File: src/rtl/mem_access_pkg.sv
// Shared memory-op encodings, bus size codes and helpers used by decode, EX and MEM.
package mem_access_pkg;

   typedef enum logic [3:0] {
      MEM_NONE = 4'd0,
      MEM_LB   = 4'd1,
      MEM_LBU  = 4'd2,
      MEM_LH   = 4'd3,
      MEM_LHU  = 4'd4,
      MEM_LW   = 4'd5,
      MEM_SB   = 4'd6,
      MEM_SH   = 4'd7,
      MEM_SW   = 4'd8
   } mem_op_t;

   localparam logic [1:0] SIZE_BYTE = 2'd0;
   localparam logic [1:0] SIZE_HALF = 2'd1;
   localparam logic [1:0] SIZE_WORD = 2'd2;

   typedef enum logic [2:0] {
      ST_IDLE  = 3'd0,
      ST_REQ   = 3'd1,
      ST_WAIT  = 3'd2,
      ST_DONE  = 3'd3,
      ST_DRAIN = 3'd4
   } ma_state_t;

   function automatic logic op_is_load(input logic [3:0] op);
      case (op)
         MEM_LB, MEM_LBU, MEM_LH, MEM_LHU, MEM_LW: op_is_load = 1'b1;
         default:                                  op_is_load = 1'b0;
      endcase
   endfunction

   function automatic logic op_is_store(input logic [3:0] op);
      case (op)
         MEM_SB, MEM_SH, MEM_SW: op_is_store = 1'b1;
         default:                op_is_store = 1'b0;
      endcase
   endfunction

   function automatic logic [1:0] op_size(input logic [3:0] op);
      case (op)
         MEM_LB, MEM_LBU, MEM_SB: op_size = SIZE_BYTE;
         MEM_LH, MEM_LHU, MEM_SH: op_size = SIZE_HALF;
         default:                 op_size = SIZE_WORD;
      endcase
   endfunction

   function automatic logic op_misaligned(input logic [3:0] op, input logic [1:0] addr_lo);
      case (op)
         MEM_LH, MEM_LHU, MEM_SH: op_misaligned = addr_lo[0];
         MEM_LW, MEM_SW:          op_misaligned = (addr_lo != 2'd0);
         default:                 op_misaligned = 1'b0;
      endcase
   endfunction

   // Narrow stores replicate across all lanes so the SRAM can pick any lane by address.
   function automatic logic [31:0] store_wdata(input logic [3:0] op, input logic [31:0] sd);
      case (op)
         MEM_SB:  store_wdata = {4{sd[7:0]}};
         MEM_SH:  store_wdata = {2{sd[15:0]}};
         default: store_wdata = sd;
      endcase
   endfunction

endpackage

File: src/rtl/mem_access_load_ext.sv
// Picks the addressed byte/half of a load word and sign- or zero-extends it.
// Purely combinational; LW and non-load ops pass the word through raw.
module load_ext
   import mem_access_pkg::*;
(
   input  logic [3:0]  i_op,
   input  logic [1:0]  i_addr_lo,
   input  logic [31:0] i_rdata,
   output logic [31:0] o_data
);

   logic [7:0]  w_byte;
   logic [15:0] w_half;

   always_comb begin
      w_byte = i_rdata[7:0];
      case (i_addr_lo)
         2'd0:    w_byte = i_rdata[7:0];
         2'd1:    w_byte = i_rdata[15:8];
         2'd2:    w_byte = i_rdata[23:16];
         default: w_byte = i_rdata[31:24];
      endcase
   end

   assign w_half = i_addr_lo[1] ? i_rdata[31:16] : i_rdata[15:0];

   always_comb begin
      o_data = i_rdata;
      case (i_op)
         MEM_LB:  o_data = {{24{w_byte[7]}}, w_byte};
         MEM_LBU: o_data = {24'd0, w_byte};
         MEM_LH:  o_data = {{16{w_half[15]}}, w_half};
         MEM_LHU: o_data = {16'd0, w_half};
         default: o_data = i_rdata;
      endcase
   end

endmodule

File: src/rtl/mem_access.sv
// MEM stage: drives an SRAM-like data bus, stalls IF..MEM while an access is in flight,
// raises address-error exceptions and extracts load data for the MEM/WB register.
module mem_access
   import mem_access_pkg::*;
(
   input  logic        clk,
   input  logic        rst,
   input  logic        ex_valid,
   input  logic [31:0] ex_pc,
   input  logic [4:0]  ex_w_addr,
   input  logic        ex_we,
   input  logic [31:0] ex_w_data,
   input  logic [3:0]  ex_mem_op,
   input  logic [31:0] ex_mem_addr,
   input  logic [31:0] ex_store_data,
   input  logic        flush,
   input  logic        wb_pause,
   output logic        data_req,
   output logic        data_wr,
   output logic [1:0]  data_size,
   output logic [31:0] data_addr,
   output logic [31:0] data_wdata,
   input  logic        data_addr_ok,
   input  logic [31:0] data_rdata,
   input  logic        data_data_ok,
   output logic [31:0] mem_pc,
   output logic [4:0]  mem_w_addr,
   output logic        mem_we,
   output logic [31:0] mem_w_data,
   output logic        stall_req,
   output logic        exc_adel,
   output logic        exc_ades,
   output logic [31:0] badvaddr
);

   ma_state_t   r_state;
   logic [3:0]  r_op;
   logic [31:0] r_addr;
   logic [31:0] r_wdata;
   logic [1:0]  r_size;
   logic        r_wr;
   logic [31:0] r_rdata;

   logic        w_is_load;
   logic        w_is_store;
   logic        w_misalign;
   logic        w_exc;
   logic        w_accept;
   logic        w_stall;
   logic [31:0] w_load_data;

   assign w_is_load  = op_is_load(ex_mem_op);
   assign w_is_store = op_is_store(ex_mem_op);
   assign w_misalign = op_misaligned(ex_mem_op, ex_mem_addr[1:0]);
   assign w_exc      = ex_valid & w_misalign;
   assign w_accept   = (r_state == ST_IDLE) & ex_valid & (w_is_load | w_is_store)
                       & ~w_misalign & ~flush;

   always_ff @(posedge clk) begin
      if (!rst) begin
         r_state <= ST_IDLE;
         r_op    <= MEM_NONE;
         r_addr  <= 32'd0;
         r_wdata <= 32'd0;
         r_size  <= SIZE_BYTE;
         r_wr    <= 1'b0;
         r_rdata <= 32'd0;
      end else begin
         case (r_state)
            ST_IDLE: begin
               if (w_accept) begin
                  r_state <= ST_REQ;
                  r_op    <= ex_mem_op;
                  r_addr  <= ex_mem_addr;
                  r_wdata <= store_wdata(ex_mem_op, ex_store_data);
                  r_size  <= op_size(ex_mem_op);
                  r_wr    <= w_is_store;
               end
            end
            ST_REQ: begin
               // An accepted address with no data yet must be drained even if flushed.
               if (flush) begin
                  if (data_addr_ok && !data_data_ok)
                     r_state <= ST_DRAIN;
                  else
                     r_state <= ST_IDLE;
               end else if (data_addr_ok) begin
                  if (data_data_ok) begin
                     r_state <= ST_DONE;
                     r_rdata <= data_rdata;
                  end else begin
                     r_state <= ST_WAIT;
                  end
               end
            end
            ST_WAIT: begin
               if (data_data_ok) begin
                  if (flush) begin
                     r_state <= ST_IDLE;
                  end else begin
                     r_state <= ST_DONE;
                     r_rdata <= data_rdata;
                  end
               end else if (flush) begin
                  r_state <= ST_DRAIN;
               end
            end
            ST_DRAIN: begin
               if (data_data_ok)
                  r_state <= ST_IDLE;
            end
            ST_DONE: begin
               if (!wb_pause)
                  r_state <= ST_IDLE;
            end
            default: r_state <= ST_IDLE;
         endcase
      end
   end

   always_comb begin
      w_stall = 1'b0;
      case (r_state)
         ST_IDLE:                   w_stall = w_accept;
         ST_REQ, ST_WAIT, ST_DRAIN: w_stall = 1'b1;
         default:                   w_stall = 1'b0;
      endcase
   end

   load_ext u_load_ext (
      .i_op      (r_op),
      .i_addr_lo (r_addr[1:0]),
      .i_rdata   (r_rdata),
      .o_data    (w_load_data)
   );

   assign stall_req  = rst & w_stall;
   assign data_req   = rst & (r_state == ST_REQ);
   assign data_wr    = r_wr;
   assign data_size  = r_size;
   assign data_addr  = r_addr;
   assign data_wdata = r_wdata;

   assign exc_adel = rst & w_exc & w_is_load;
   assign exc_ades = rst & w_exc & w_is_store;
   assign badvaddr = ex_mem_addr;

   assign mem_pc     = ex_pc;
   assign mem_w_addr = ex_w_addr;
   assign mem_w_data = ((r_state == ST_DONE) && op_is_load(r_op)) ? w_load_data : ex_w_data;
   // MEM/WB takes a bubble while the stage is stalled, so no stale writeback leaks out.
   assign mem_we     = rst & ex_we & ex_valid & ~w_exc & ~flush & ~w_stall;

endmodule

File: config.mk
export PLATFORM = sky130hd
export DESIGN_NAME = mem_access
export DESIGN_NICKNAME = d
export VERILOG_FILES = /design/src/rtl/mem_access_pkg.sv /design/src/rtl/mem_access_load_ext.sv /design/src/rtl/mem_access.sv
export SDC_FILE = /design/constraint.sdc
export NUM_CORES = 1
export LEC_CHECK = 0
export ABC_AREA = 1
export BUFFER_PORTS_ARGS = -buffer_cell sky130_fd_sc_hd__buf_2
export CAP_MARGIN = 40
export CORE_AREA = 2 2 135 137
export CTS_BUF_LIST = sky130_fd_sc_hd__clkbuf_4
export CTS_CLUSTER_SIZE = 16
export DETAILED_ROUTE_END_ITERATION = 16
export DIE_AREA = 0 0 137 139
export GPL_ROUTABILITY_DRIVEN = 1
export PLACE_DENSITY = 0.64
export SYNTH_ARGS = -nofsm -noshare
export SYNTH_HDL_FRONTEND = slang
export SYNTH_HIERARCHICAL = 1
export SYNTH_SLANG_ARGS = --single-unit
File: constraint.sdc
create_clock -name clk -period 1.7 [get_ports clk]
set_input_delay 0.085 -clock clk [delete_from_list [all_inputs] [get_ports clk]]
set_output_delay 0.085 -clock clk [all_outputs]
set_load 0.02 [all_outputs]
==> key figures, run 1 <==
Finish
  – Most common cell after layout, fill and taps aside: buf_2
  – Fill cell count: 1692
  – Most frequent cells in the layout: buf_2, nor2_1, nand2_1, dlygate4sd3_1, dfxtp_1
  – Synth-to-Final Area Change: 55.1%
  – Final-stage net count: 1482
  – Cell area after layout: 9750 µm²
  – Share of cells above drive strength 1: 0.373

Worst setup path
  – Worst path arrival time: 1.94 ns
  – Reg2Reg Launch Point: r_state[0]$_SDFFE_PN0P_
  – Worst stage delay on the critical path: 0.39 ns
  – R2R Setup Slk: -0.05 ns
  – Required time of the critical path: 1.62 ns
  – Critical path startpoint category: flop
  – CP dominant cell by count: buf_6
  – Crit path launch: r_op[2]$_SDFFE_PN0P_
  – CP max stage cell: dfxtp_4
  – Cells on worst reg2reg path: 11
  – Critical path, cell by cell: nor2_4 -> nand2_1 -> nor2_2 -> nand3_4 -> buf_6 -> nand3_2 -> inv_1 -> o21ai_2 -> buf_6
  – Setup crit end kind: output port
  – Kind of critical path: reg2out
  – Critical path peak fanout: 5
  – RR Endpoint: data_wdata[1]$_SDFFE_PN0P_

Floorplanning
  – IO Pins: 350
  – Floorplan die width: 137 µm
  – Die Y: 139 µm
  – Core Area: 17700 µm²
  – Die ar.: 19000 µm²
  – Effective utilization at floorplan: 0.356
  – Core Rows: 49

GRT
  – Initial antenna violation count: 1
  – Vias in the first global route: 6986
  – Total GRT Usage: 0.224
  – Gr ovfl total: 0
  – Largest net degree at the start of global routing: 70
  – First-pass GRT wire length: 34200 µm

Run status
  – Failing checks: negative setup slack
  – Outcome: complete, but fails checks

Synthesis
  – Synth Cell Area: 6290 µm²
  – Area contributors post-synth: dfxtp_1, o21ai_0, buf_4
  – Count of state elements after synthesis: 106
  – Top-area cell type share of the netlist area: 0.337
  – Sequential area share after synthesis: 0.337
  – Cells after Synth: 960
  – Synth warn: 6
  – Syn Nets: 1137
  – Mean Syn Cell Area: 6.55 µm²
  – Cell taking the most area after synthesis: dfxtp_1
  – Distinct cells, synth: 34

Pwr
  – P_leak: 0.00480 µW
  – VDD IR-drop max: 0.431 mV
  – Power per cell area: 840 nW/µm²
  – Total power: 8190 µW

STA
  – Final setup violation count: 56
  – Final Cycle Share: 1.19
  – Slew Limit Headroom: 0.773
  – Actual slew at the worst max-slew pin: 0.339 ns
  – Layout Skew: 0.0236 ns
  – Hold_ws: 0.0755 ns
  – FMAX: 494 MHz
  – RSZ-0062 raised after global routing: true
  – Slew Limit Fails: 0
  – Endpoints failing hold: 0
  – Final setup margin: -0.323 ns
  – Fin crit period: 2.02 ns

CTS
  – Clock transition at path regs: 0.15 ns
  – H-Tree Depth: 3
  – Clock root buffer: clkbuf_4
  – Total clock sinks: 106
  – TritonCTS clock tree: yes
  – TritonCTS buffer count: 9
  – Bufs on Longest Clock Path: 2
  – Worst-Skew Late Latency: 0.47 ns

Placed design
  – DPL Wire Length: 15500 µm
  – Worst slack at placement: 0.0715 ns
  – Placed cell areas: 7610 µm²
  – # port buffers: 275
  – GPL Wtd Cong: 0.865

Worst hold path
  – Hold depth: 6
  – Hold Crit Start: flush
  – Hold WC Path Type: in2reg
  – Worst Hold Path EP: r_state[1]$_SDFFE_PN0P_

Detailed routing
  – M1 WL: 8870 µm
  – DRT Wirelength: 23000 µm
  – Drt via density: 4.80
  – Met3 Wirelength: 1580 µm
  – DR DRC count: 0
  – Pre-antenna DRT Iters: 5
  – DR iter-0 viols: 332
  – Wire per inst: 14.9 µm
  – Routed Antenna Nets: 0
  – Max Used Layer: met4
  – Total number of vias: 7401
  – Metal2 WL: 11800 µm

Run
  – MaxCap Viol Count: 0
-- cell type report --
class,count,area (µm²),share of cell area
Clock buffer,11,82.6,0.00847
Antenna cell,2,5.00,0.000513
Inverter,97,377,0.0386
Clock inverter,5,37.5,0.00385
Sequential cell,106,2150,0.221
Timing Repair Buffer,458,3540,0.363
Timing Repair inverter,1,16.3,0.00167
Tap cell,229,287,0.0294
Multi-Input combinational cell,632,3260,0.334
-- worst max path at each step --
| stage | endpoint |
|---|---|
| 2_1_floorplan | mem_w_data[22] |
| 6_report | mem_w_data[13] |
| 3_5_place_dp | mem_w_data[6] |
| 3_3_place_gp | mem_w_data[6] |
| 4_1_cts | mem_w_data[23] |
| 5_1_grt | mem_w_data[23] |
-- cells in the mapped netlist, drive strengths merged --
| cell type | number |
|---|---|
| nor2 | 154 |
| nand2 | 151 |
| o21ai | 143 |
| dfxtp | 106 |
| buf | 101 |
| inv | 97 |
| nand3 | 86 |
| a21oi | 78 |
| clkbuf | 24 |
| o22ai | 8 |
| nor3 | 3 |
| or2 | 3 |
| o21a | 2 |
| a21o | 1 |
| nand3b | 1 |
| nand4 | 1 |
| o311ai | 1 |
-- registers in the layout (all words and copies together) (netlist names) --
name	cells
data_addr	32
data_wdata	32
r_rdata	32
r_op	4
r_state	3
data_size	2
data_wr	1
-- power breakdown --
| group | internal [µW] | total [µW] | switching, µW | leakage, µW |
|---|---|---|---|---|
| combinational | 1740 | 3820 | 2080 | 0.00387 |
| clock | 343 | 1210 | 872 | 0.0000639 |
| sequential | 2850 | 3160 | 309 | 0.000867 |
| total | 4930 | 8190 | 3260 | 0.00480 |
-- metrics by stage --
step / std cells / setup TNS (ns) / utilization
2_1_floorplan: 960 / -0.244 / -
3_3_place_gp: 1390 / 0 / 0.431
3_5_place_dp: 1390 / 0 / 0.431
4_1_cts: 1516 / -11.65 / 0.514
5_1_grt: 1540 / -20.89 / 0.552
6_report: 1541 / -9.79 / 0.552
-- critical path: cells and delay by family (launching register included) --
family / cells / cell delay [ns]
buf+inv: 3 / 0.37
flops: 1 / 0.39
compound gates: 1 / 0.19
simple gates: 5 / 0.55
-- logic make-up (layout without fill, tap and decap cells) --
| group | count (synthesis) | count (layout) | synth area share |
|---|---|---|---|
| other | 0 | 2 | 0 |
| buffers and inverters | 222 | 572 | 0.192 |
| DFF | 106 | 106 | 0.337 |
| and+or+nand+nor | 399 | 399 | 0.280 |
| AOI/OAI and AO/OA | 233 | 233 | 0.190 |
-- layer usage --
layer	up-vias	track usage
met5	-	0
met4	0	0.0901
met3	60	0.0548
met2	288	0.404
met1	3334	0.248
li1	3719	-
-- what timing repair did --
| item | in CTS | in global routing |
|---|---|---|
| gates resized for setup | 75 | 147 |
| endpoints found under the hold margin | 102 | 0 |
| cloned | 4 | 8 |
| buffers inserted | 5 | 15 |
| hold buffers | 101 | 0 |
| setup endpoints to repair | 34 | 62 |
| pin swaps | 1 | 39 |
No activity file was read; power rests on OpenSTA's default activity.
==> run 2: changes to the inputs <==
--- a/config.mk
+++ b/config.mk
@@ -5,16 +5,16 @@
 export SDC_FILE = /design/constraint.sdc
 export NUM_CORES = 1
 export LEC_CHECK = 0
-export ABC_AREA = 1
+export ABC_AREA = 0
 export BUFFER_PORTS_ARGS = -buffer_cell sky130_fd_sc_hd__buf_2
 export CAP_MARGIN = 40
-export CORE_AREA = 2 2 135 137
+export CORE_AREA = 2 2 136 138
 export CTS_BUF_LIST = sky130_fd_sc_hd__clkbuf_4
 export CTS_CLUSTER_SIZE = 16
 export DETAILED_ROUTE_END_ITERATION = 16
-export DIE_AREA = 0 0 137 139
+export DIE_AREA = 0 0 138 140
 export GPL_ROUTABILITY_DRIVEN = 1
-export PLACE_DENSITY = 0.64
+export PLACE_DENSITY = 0.68
 export SYNTH_ARGS = -nofsm -noshare
 export SYNTH_HDL_FRONTEND = slang
 export SYNTH_HIERARCHICAL = 1
==> constraint.sdc (replaced) <==
create_clock -name clk -period 1.65 [get_ports clk]
set_input_delay 0.0825 -clock clk [delete_from_list [all_inputs] [get_ports clk]]
set_output_delay 0.0825 -clock clk [all_outputs]
set_load 0.02 [all_outputs]
==> key figures, run 2 <==
Run status
  – Outcome: complete, but fails checks
  – Failing checks: negative setup slack

Floorplanning
  – Core Rows: 49
  – Floorplan die width: 138 µm
  – Core Area: 17800 µm²
  – Effective utilization at floorplan: 0.378
  – Die ar.: 19300 µm²
  – Die Y: 140 µm
  – IO Pins: 350

Placed design
  – GPL Wtd Cong: 1.01
  – # port buffers: 275
  – DPL Wire Length: 16100 µm

Worst setup path
  – Kind of critical path: reg2out
  – Setup crit end kind: output port
  – Worst path arrival time: 2.35 ns
  – Critical path peak fanout: 8
  – Required time of the critical path: 1.57 ns
  – R2R Setup Slk: -0.35 ns
  – Critical path startpoint category: flop

STA
  – Actual slew at the worst max-slew pin: 0.572 ns
  – Final setup margin: -0.785 ns
  – Layout Skew: 0.0151 ns
  – Slew Limit Headroom: 0.618
  – Final Cycle Share: 1.48
  – Endpoints failing hold: 0
  – Fin crit period: 2.43 ns
  – FMAX: 411 MHz
  – Slew Limit Fails: 0
  – Hold_ws: 0.0393 ns
  – Final setup violation count: 105
  – Setup_tns: -41.91 ns
  – RSZ-0062 raised after global routing: true

Synthesis
  – Area contributors post-synth: dfxtp_1, mux2i_1, nand2_1
  – Top FF cell, synth: dfxtp_1
  – Count of state elements after synthesis: 106
  – Post-synth EDFFs: 0
  – Top-area cell type share of the netlist area: 0.316
  – Synth Cell Area: 6710 µm²
  – Sequential area share after synthesis: 0.316
  – Distinct cells, synth: 65
  – Cell taking the most area after synthesis: dfxtp_1
  – Synth warn: 6
  – Ys async rst share: 0
  – Cells after Synth: 773
  – Most frequent cells after synthesis: nand2_1, dfxtp_1, mux2i_1
  – Most numerous cell in the Yosys netlist: nand2_1
  – Syn Nets: 950
  – Mean Syn Cell Area: 8.69 µm²

Run
  – MaxCap Viol Count: 0

Detailed routing
  – Total number of vias: 7216
  – DRT Wirelength: 25000 µm
  – Wire per inst: 18.0 µm
  – DR iter-0 viols: 367
  – Routed Antenna Nets: 0
  – DR DRC count: 0
  – Pre-antenna DRT Iters: 4
  – Drt via density: 5.19

Pwr
  – Sequential power share: 0.447
  – P_leak: 0.00487 µW
  – Comb pwr share: 0.339
  – VDD IR-drop max: 0.352 mV
  – Sw Pwr: 2080 µW
  – Clock power share: 0.214
  – Switching share of power: 0.338
  – Power per cell area: 575 nW/µm²
  – Internal Power: 4060 µW

Finish
  – Most common cell after layout, fill and taps aside: buf_2
  – Diode count: 0
  – Synth-to-Final Area Change: 58.9%
  – Fill cell count: 1457
  – Most frequent cells in the layout: buf_2, nand2_1, dlygate4sd3_1, dfxtp_1, buf_4
  – Final-stage net count: 1333
  – Share of cells above drive strength 1: 0.470

CTS
  – H-Tree Depth: 3
  – Worst-Skew Late Latency: 0.50 ns
  – Clock root buffer: clkbuf_4
  – Bufs on Longest Clock Path: 2
  – Clock transition at path regs: 0.16 ns
  – TritonCTS clock tree: yes
  – Total clock sinks: 106
  – TritonCTS buffer count: 9

GRT
  – First-pass GRT wire length: 38000 µm
  – Vias in the first global route: 7197
  – Initial antenna violation count: 2
  – Largest net degree at the start of global routing: 91
  – Gr ovfl total: 0
  – Total GRT Usage: 0.244

Worst hold path
  – Hold WC Path Type: in2reg
-- run 2: cell types whose count changed after synthesis, sizes merged, moves of 37 or more --
cell,change
o21ai,-140
mux2,+47
nand3,-74
nand2,+43
a21oi,-37
mux2i,+78
nor2,-148
inv,-82
-- run 2: timing repair --
| action | in CTS | in global routing |
|---|---|---|
| setup endpoints to repair | 105 | 116 |
| cloned | 8 | 1 |
| resized for setup | 121 | 60 |
| pin swaps | 18 | 14 |
| hold buffers | 101 | 0 |
| hold endpoints to repair | 101 | 0 |
| setup buffers | 24 | 5 |
-- run 2: path summary, 6_finish.rpt --
path | from | cells after the start | end
max | data_addr[0]$_SDFFE_PN0P_ | 7 | mem_w_data[16]
min | ex_mem_op[2] | 4 | r_op[2]$_SDFFE_PN0P_
max reg2reg | r_state[2]$_SDFFE_PN0P_ | 9 | data_addr[2]$_SDFFE_PN0P_
min reg2reg | data_wdata[10]$_SDFFE_PN0P_ | 2 | data_wdata[10]$_SDFFE_PN0P_
-- run 2: cells by family after synthesis --
family | share of synthesized area
mux | 0.228
fa+ha+maj | 0.00149
flops | 0.316
compound gates | 0.139
buf+inv | 0.143
simple gates | 0.170
xor+xnor | 0.00261
-- run 2: per-layer routing --
metal,GRT usage,routed length (µm),vias to the layer above
li1,-,-,3414
met1,0.264,9270,3369
met2,0.437,12600,352
met3,0.0605,1790,77
met4,0.136,1330,4
met5,0,22,-
-- run 2: final cells by class --
type,instances,area [µm²],share of cell area
Multi-Input combinational cell,520,4070,0.382
Timing Repair Buffer,504,3980,0.373
Sequential cell,106,2140,0.201
Tap cell,229,287,0.0269
Clock buffer,9,67.6,0.00633
Clock inverter,7,60.1,0.00563
Inverter,15,56.3,0.00528
-- run 2: critical path: stages, from the launching register on --
cell and delay, ns:
dfxtp_4 0.38, mux4_2 0.55, mux2i_4 0.19, buf_12 0.14
buf_12 0.13, o2bb2ai_2 0.06, mux2_4 0.29, buf_6 0.14
-- run 2: power by group through the flow --
stage,registers (µW),logic (µW),clock network [µW]
4_1_cts,2740,1960,1370
3_3_place_gp,2780,1520,0
6_report,2740,2080,1310
2_1_floorplan,2870,1010,0
5_1_grt,2750,2210,1460
3_5_place_dp,2790,1530,0
-- run 2: stage by stage --
| stage | setup WS [ns] | utilization | instances | cell area [µm²] | total power [µW] |
|---|---|---|---|---|---|
| after floorplan | -0.233 | - | 773 | 6840 | 3880 |
| after global placement | -0.200 | 0.475 | 1241 | 8450 | 4300 |
| after detailed placement | -0.237 | 0.475 | 1241 | 8450 | 4320 |
| after CTS | -0.779 | 0.584 | 1387 | 10400 | 6060 |
| after global routing | -0.864 | 0.600 | 1390 | 10700 | 6430 |
| final | -0.785 | 0.600 | 1390 | 10700 | 6130 |
